## config.mk

```make
export PLATFORM = sky130hd
export DESIGN_NAME = uart_pid_cmd_rx
export DESIGN_NICKNAME = d
export VERILOG_FILES = /design/src/rtl/pid_cmd_pkg.sv /design/src/rtl/uart_rx.sv /design/src/rtl/uart_pid_cmd_rx.sv
export SDC_FILE = /design/constraint.sdc
export NUM_CORES = 1
export LEC_CHECK = 0
export BUFFER_PORTS_ARGS = -buffer_cell sky130_fd_sc_hd__buf_4
export CAP_MARGIN = 20
export CORE_UTILIZATION = 52
export DETAILED_ROUTE_END_ITERATION = 16
export HOLD_SLACK_MARGIN = 0.1
export MAX_ROUTING_LAYER = met4
export PLACE_DENSITY_LB_ADDON = 0.15
export RECOVER_POWER = 50
export SLEW_MARGIN = 10
export SYNTH_ARGS = -nofsm -noshare
export SYNTH_HDL_FRONTEND = slang
export SYNTH_SLANG_ARGS = --single-unit
```

## constraint.sdc

```tcl
create_clock -name clk -period 2.95 [get_ports clk]
set_input_delay 0.1475 -clock clk [delete_from_list [all_inputs] [get_ports clk]]
set_output_delay 0.1475 -clock clk [all_outputs]
set_load 0.02 [all_outputs]
```

## src/rtl/pid_cmd_pkg.sv

```systemverilog
// pid_cmd_pkg: frame header, command codes and FSM state types shared by
// the PID gain command receiver and its byte receiver.
package pid_cmd_pkg;
   localparam logic [7:0] HDR    = 8'hA5;
   localparam logic [7:0] CMD_KP = 8'h01;
   localparam logic [7:0] CMD_KI = 8'h02;
   localparam logic [7:0] CMD_KD = 8'h03;

   typedef enum logic [2:0] {P_IDLE, P_CMD, P_HI, P_LO, P_CHK} pstate_t;
   typedef enum logic [1:0] {IDLE, START, DATA, STOP} rxstate_t;
endpackage

```

## src/rtl/uart_rx.sv

```systemverilog
// uart_rx: 8N1 byte receiver with 2-flop input synchronizer, mid-bit
// sampling and start-bit glitch rejection.
module uart_rx
   import pid_cmd_pkg::*;
#(
   parameter int CLKS_PER_BIT = 1085
) (
   input  logic       clk,
   input  logic       reset,
   input  logic       rx_i,
   input  logic       en_i,
   output logic [7:0] data_o,
   output logic       valid_o,
   output logic       stop_err_o
);
   localparam int CW = $clog2(CLKS_PER_BIT);
   localparam logic [CW-1:0] FULL = CW'(CLKS_PER_BIT - 1);
   localparam logic [CW-1:0] HALF = CW'(CLKS_PER_BIT / 2 - 1);

   rxstate_t      state_q;
   logic [1:0]    sync_q;
   logic          prev_q;
   logic [CW-1:0] cnt_q;
   logic [2:0]    bit_q;
   logic [7:0]    data_q;
   logic          valid_q;
   logic          stop_err_q;
   logic          rx_s;

   assign rx_s       = sync_q[1];
   assign data_o     = data_q;
   assign valid_o    = valid_q;
   assign stop_err_o = stop_err_q;

   always_ff @(posedge clk or posedge reset) begin
      if (reset) begin
         state_q    <= IDLE;
         sync_q     <= 2'b11;
         prev_q     <= 1'b1;
         cnt_q      <= '0;
         bit_q      <= '0;
         data_q     <= '0;
         valid_q    <= 1'b0;
         stop_err_q <= 1'b0;
      end else begin
         sync_q     <= {sync_q[0], rx_i};
         prev_q     <= rx_s;
         valid_q    <= 1'b0;
         stop_err_q <= 1'b0;
         if (!en_i) begin
            state_q <= IDLE;
            cnt_q   <= '0;
            bit_q   <= '0;
         end else begin
            case (state_q)
               IDLE: begin
                  cnt_q <= '0;
                  bit_q <= '0;
                  if (prev_q && !rx_s) state_q <= START;
               end
               START: begin
                  cnt_q <= (cnt_q == HALF) ? '0 : cnt_q + CW'(1);
                  // a start bit that is already high again at mid-bit was a glitch
                  if (cnt_q == HALF) state_q <= rx_s ? IDLE : DATA;
               end
               DATA: begin
                  cnt_q <= (cnt_q == FULL) ? '0 : cnt_q + CW'(1);
                  if (cnt_q == FULL) begin
                     data_q <= {rx_s, data_q[7:1]};
                     bit_q  <= bit_q + 3'd1;
                     if (bit_q == 3'd7) state_q <= STOP;
                  end
               end
               default: begin
                  cnt_q <= (cnt_q == FULL) ? '0 : cnt_q + CW'(1);
                  if (cnt_q == FULL) begin
                     state_q    <= IDLE;
                     valid_q    <= rx_s;
                     stop_err_q <= !rx_s;
                  end
               end
            endcase
         end
      end
   end
endmodule

```

## src/rtl/uart_pid_cmd_rx.sv

```systemverilog
// uart_pid_cmd_rx: parses A5-headed UART command frames into PID gain registers.
// Define UART_PID_CMD_RX_CHECKSUM_EN for 5-byte frames with an XOR checksum byte.
module uart_pid_cmd_rx
   import pid_cmd_pkg::*;
#(
   parameter int CLKS_PER_BIT  = 1085,
   parameter int PID_INT_WIDTH = 16,
   parameter int INITIAL_KP    = 100,
   parameter int INITIAL_KI    = 700,
   parameter int INITIAL_KD    = 700,
   parameter int TIMEOUT_BITS  = 20
) (
   input  logic                     clk,
   input  logic                     reset,
   input  logic                     serial_rx_i,
   input  logic                     rx_en_i,
   output logic [PID_INT_WIDTH-1:0] k_p_o,
   output logic [PID_INT_WIDTH-1:0] k_i_o,
   output logic [PID_INT_WIDTH-1:0] k_d_o,
   output logic                     gain_update_o,
   output logic                     frame_err_o
);
   localparam int TMO = TIMEOUT_BITS * CLKS_PER_BIT;
   localparam int TW  = $clog2(TMO);

   pstate_t                  state_q;
   logic [1:0]               cmd_q;
   logic [7:0]               hi_q;
   logic [TW-1:0]            tmo_q;
   logic [PID_INT_WIDTH-1:0] k_p_q, k_i_q, k_d_q;
   logic                     upd_q, err_q;
   logic [7:0]               rx_byte;
   logic                     byte_valid, stop_err;
   logic                     cmd_bad, chk_bad, commit, tmo_hit;
   logic [15:0]              word;
   logic [PID_INT_WIDTH-1:0] gain_w;

   uart_rx #(.CLKS_PER_BIT(CLKS_PER_BIT)) u_rx (
      .clk        (clk),
      .reset      (reset),
      .rx_i       (serial_rx_i),
      .en_i       (rx_en_i),
      .data_o     (rx_byte),
      .valid_o    (byte_valid),
      .stop_err_o (stop_err)
   );

   assign cmd_bad = byte_valid && state_q == P_CMD &&
                    !(rx_byte inside {CMD_KP, CMD_KI, CMD_KD});
   assign tmo_hit = state_q != P_IDLE && tmo_q == TW'(TMO - 1);
   assign gain_w  = PID_INT_WIDTH'(word);

`ifdef UART_PID_CMD_RX_CHECKSUM_EN
   logic [7:0] lo_q;
   // valid command codes fit in two bits, so the cmd byte is {6'b0, cmd_q}
   assign chk_bad = byte_valid && state_q == P_CHK && rx_byte != ({6'b0, cmd_q} ^ hi_q ^ lo_q);
   assign commit  = rx_en_i && byte_valid && state_q == P_CHK && !chk_bad;
   assign word    = {hi_q, lo_q};
   always_ff @(posedge clk or posedge reset) begin
      if (reset) lo_q <= '0;
      else if (byte_valid && state_q == P_LO) lo_q <= rx_byte;
   end
`else
   assign chk_bad = 1'b0;
   assign commit  = rx_en_i && byte_valid && state_q == P_LO;
   assign word    = {hi_q, rx_byte};
`endif

   assign k_p_o         = k_p_q;
   assign k_i_o         = k_i_q;
   assign k_d_o         = k_d_q;
   assign gain_update_o = upd_q;
   assign frame_err_o   = err_q;

   always_ff @(posedge clk or posedge reset) begin
      if (reset) begin
         state_q <= P_IDLE;
         cmd_q   <= '0;
         hi_q    <= '0;
         tmo_q   <= '0;
         k_p_q   <= PID_INT_WIDTH'(INITIAL_KP);
         k_i_q   <= PID_INT_WIDTH'(INITIAL_KI);
         k_d_q   <= PID_INT_WIDTH'(INITIAL_KD);
         upd_q   <= 1'b0;
         err_q   <= 1'b0;
      end else begin
         upd_q <= commit;
         err_q <= rx_en_i && (stop_err || cmd_bad || chk_bad);
         tmo_q <= (byte_valid || state_q == P_IDLE) ? '0 : tmo_q + TW'(1);
         if (commit) begin
            k_p_q <= (cmd_q == CMD_KP[1:0]) ? gain_w : k_p_q;
            k_i_q <= (cmd_q == CMD_KI[1:0]) ? gain_w : k_i_q;
            k_d_q <= (cmd_q == CMD_KD[1:0]) ? gain_w : k_d_q;
         end
         if (byte_valid && state_q == P_CMD) cmd_q <= rx_byte[1:0];
         if (byte_valid && state_q == P_HI) hi_q <= rx_byte;
         if (!rx_en_i || stop_err) state_q <= P_IDLE;
         else if (byte_valid) begin
            case (state_q)
               P_IDLE:  state_q <= (rx_byte == HDR) ? P_CMD : P_IDLE;
               P_CMD:   state_q <= cmd_bad ? P_IDLE : P_HI;
               P_HI:    state_q <= P_LO;
`ifdef UART_PID_CMD_RX_CHECKSUM_EN
               P_LO:    state_q <= P_CHK;
`endif
               default: state_q <= P_IDLE;
            endcase
         end else if (tmo_hit) state_q <= P_IDLE;
      end
   end
endmodule

```

==> flow_metrics.env <==
export IMPL_status="complete, but fails checks"
export IMPL_violations="max-capacitance violations, max-slew violations"
export IMPL_fin_skew_ns=0.0134
export IMPL_max_stage_delay_ns=0.71
export IMPL_hold_start="u_rx.sync_q[0]"
export IMPL_powerDensity_nw_per_um2=463
export IMPL_synth_top_flop_cell="dfrtp_1"
export IMPL_seqCellArea_um2=2680
export IMPL_grt_first_pass_wirelength_mm=13.9
export IMPL_path_clk_slew_ns=0.10
export IMPL_timing_fmax_mhz=429
export IMPL_grt_max_degree=52
export IMPL_slew_viol_final=52
export IMPL_dieHeight_um=95.0
export IMPL_tightest_slew_ns=1.92
export IMPL_dr_pass1_iters=4
export IMPL_clockBufferDepth=2
export IMPL_p_total_mw=2.34
export IMPL_ys_ff_latch=106
export IMPL_core_region_area_um2=8300
export IMPL_cp_end_kind="flip-flop"
export IMPL_netlist_instances=343
export IMPL_ys_seq_area_share_pct=59.5
export IMPL_crit_type="input pin to flip-flop"
export IMPL_avgSynthCellArea_um2=13.1
export IMPL_vdd_ir_drop_worst_mv=0.286
export IMPL_synth_area_um2=4490
export IMPL_dr_max_layer_used="met4"
export IMPL_grt_usage_pct=21.0
export IMPL_synth_adder_area_share_pct=1.67
export IMPL_reg2reg_setup_slack_ns=0.98
export IMPL_insertion_delay_ns=0.36
export IMPL_dieWidth_um=95.0
export IMPL_async_reset_ff_share_pct=100
export IMPL_fill_cells=725
export IMPL_routed_via_density=5.49
export IMPL_gp_congestion=0.870
export IMPL_r2r_start="state_q[1]"
export IMPL_hp_class="flip-flop to flip-flop"
export IMPL_yosysUniqueCellTypes=43
export IMPL_synthesis_nets=353
export IMPL_rsz0062_at_grt="no"
export IMPL_grt_overflow_total=0
export IMPL_maxCapViolCount=1
export IMPL_io_buffers=53
export IMPL_synth_top_family_by_area="multiplexers"
export IMPL_routed_wirelength_mm=8.20
export IMPL_drt_iter0_markers=116
export IMPL_cp_arrival_ns=2.57
export IMPL_final_area_um2=5070
export IMPL_synth_xor_area_share_pct=3.90
export IMPL_reg2reg_depth=3
export IMPL_cts_root_buffer="clkbuf_8"
export IMPL_slew_headroom_pct=-28.2
export IMPL_clock_sinks=106
export IMPL_multiInputGateArea_um2=1740
export IMPL_fin_setup_tns_ns=0
export IMPL_synthMuxAreaShare_pct=17.0
export IMPL_power_leakage_nw=2.33
export IMPL_cts_setup_buffers=0
export IMPL_drive_gt1_share_pct=27.4
export IMPL_n_antenna_cell=0
export IMPL_fin_crit_ns=2.33
export IMPL_ios=54
export IMPL_nNetsFinal=414
export IMPL_synth_top_area_share_pct=49.0
export IMPL_route_met2_wl_mm=3.88
export IMPL_route_detailed_drc=0
export IMPL_worstHoldEndpoint="u_rx.sync_q[1]"
export IMPL_grt_pass1_vias=2825
export IMPL_synth_area_leaders="dfrtp_1, mux2_2, dfstp_2"
export IMPL_syn_to_final_growth_pct=12.8
export IMPL_routedWlPerCell_um=15.9
export IMPL_initial_core_util_pct=54.1
export IMPL_synthSimpleGateAreaFrac_pct=14.0
export IMPL_synth_compound_area_share_pct=2.23
export IMPL_worst_path_max_delay_cell="and3b_1"
export IMPL_yosys_warnings=0
export IMPL_placed_area_um2=5000
export IMPL_cp_max_fo=16
export IMPL_vias=2823
export IMPL_rows=33
export IMPL_met3_length_um=258
export IMPL_hold_viol_final=0
export IMPL_start_kind="input pin"
export IMPL_wl_met1_mm=3.95
export IMPL_rr_endpoint="k_i_o[14]"
export IMPL_setup_viol=0
export IMPL_antenna_found_initial=0
export IMPL_whs_path_depth=0
export IMPL_dieArea_um2=9020
export IMPL_finalCritPeriodShare_pct=79.1
export IMPL_cts_tree="yes"
export IMPL_synth_top_area_cell="dfrtp_1"
export IMPL_crit_chain="dlygate4sd3_1 -> clkbuf_1 -> and4_1 -> and3b_1 -> mux2_2"
export IMPL_crit_required_ns=3.19
export IMPL_dp_hpwl_mm=5.56
export IMPL_antenna_left=0
export IMPL_synth_edf_count=0
export IMPL_h_tree_depth=3
export IMPL_numCtsBuffers=9
==> cells in the mapped netlist, types with 2 or more instances <==
master	number
ha_1	6
nor4b_1	4
nand3_1	10
xnor2_1	5
nor3_1	12
and3_1	7
nand2b_1	4
dfrtp_1	88
mux2i_1	2
a21oi_1	4
buf_2	5
dfstp_2	18
o21ai_0	4
nor2b_1	3
o21a_1	2
xor2_1	15
or2_2	3
clkbuf_1	4
nand4_1	11
nand2_1	19
mux2_2	66
o22ai_1	3
and4_1	4
nor2_1	21
inv_1	5
==> timing repair <==
action                                  4_1_cts  5_1_grt
endpoints found under the setup margin        0        0
gates resized for setup                       0        0
hold buffers                                  3        0
endpoints found under the hold margin        47        0
==> critical path: cells and delay by family <==
family	cells	cell delay [ns]
buffers and inverters	2	0.95
and+or+nand+nor	2	1.06
muxes	1	0.41
==> sequential cells by signal, summed over array words and instances (netlist names) <==
name / flops
k_d_o: 16
frame_err_o: 1
u_rx.cnt_q: 11
u_rx.sync_q: 2
cmd_q: 2
u_rx.data_o: 8
tmo_q: 15
k_p_o: 16
k_i_o: 16
u_rx.valid_o: 1
u_rx.stop_err_o: 1
gain_update_o: 1
u_rx.prev_q: 1
u_rx.bit_q: 3
u_rx.state_q: 2
hi_q: 8
state_q: 2
==> power breakdown <==
group	leakage [nW]	switching [mW]	total, mW	internal [mW]
clock network	0.0932	0.471	0.831	0.360
logic	0.821	0.0382	0.0514	0.0132
registers	1.42	0.00515	1.46	1.46
==> metrics by stage <==
step / setup slack, ns / std cells / utilization, % / hold slack, ns
2_1_floorplan: 0.0434 / 343 / - / 0.152
3_3_place_gp: 1.07 / 495 / 60.3 / 0.257
3_5_place_dp: 0.982 / 495 / 60.3 / 0.257
4_1_cts: 0.937 / 514 / 62.9 / 0.363
5_1_grt: 0.413 / 514 / 61.0 / 0.376
6_report: 0.618 / 514 / 61.0 / 0.367
==> layout by cell type, fill, tap and decap left out, types with 3 or more instances in the layout <==
cell	count
nand2_1	19
xnor2_1	5
nor3_1	12
and4_1	4
clkbuf_8	11
o21ai_0	4
mux2_2	66
a21oi_1	4
nor2_1	21
clkbuf_1	42
nand2b_1	4
xor2_1	15
nor2b_1	3
dfstp_1	11
nand4_1	11
inv_1	5
and3_1	7
dlygate4sd3_1	3
nand3_1	10
dfrtp_1	88
o22ai_1	3
ha_1	6
dfstp_2	7
buf_4	15
nor4b_1	4
==> worst max path at each step <==
stage / endpoint / slack, ns / from
finish: k_i_o[14] / 0.62 / rx_en_i
floorplan: cmd_q[0] / 0.04 / reset
global placement: k_i_o[6] / 1.07 / state_q[1]
global route: u_rx.sync_q[0] / 0.41 / reset
detailed placement: k_i_o[10] / 0.98 / state_q[1]
CTS: k_i_o[10] / 0.94 / rx_en_i
==> per-layer routing <==
layer	track usage, %	vias up
met1	27.5	1429
met3	5.56	9
met4	6.31	0
met2	32.1	55
met5	-	-
li1	-	1330
==> logic make-up (layout without fill, tap and decap cells) <==
| group | Yosys count | count (layout) |
|---|---|---|
| AO/OA/AOI/OAI | 16 | 16 |
| XOR/XNOR | 20 | 20 |
| adder cells (fa/ha/maj) | 6 | 6 |
| buffers and inverters | 16 | 82 |
| flip-flops | 106 | 106 |
| multiplexers | 68 | 68 |
| AND/OR/NAND/NOR | 111 | 111 |
==> final cells by class <==
class	count	share of cell area (%)
sequential	106	52.8
tap	105	2.59
multi-input combinational	221	34.4
clock inverter	4	0.667
timing repair buffer	61	6.15
clock buffer	12	3.06
inverter	5	0.370
Note: power is estimated with default switching activity, not from simulation.
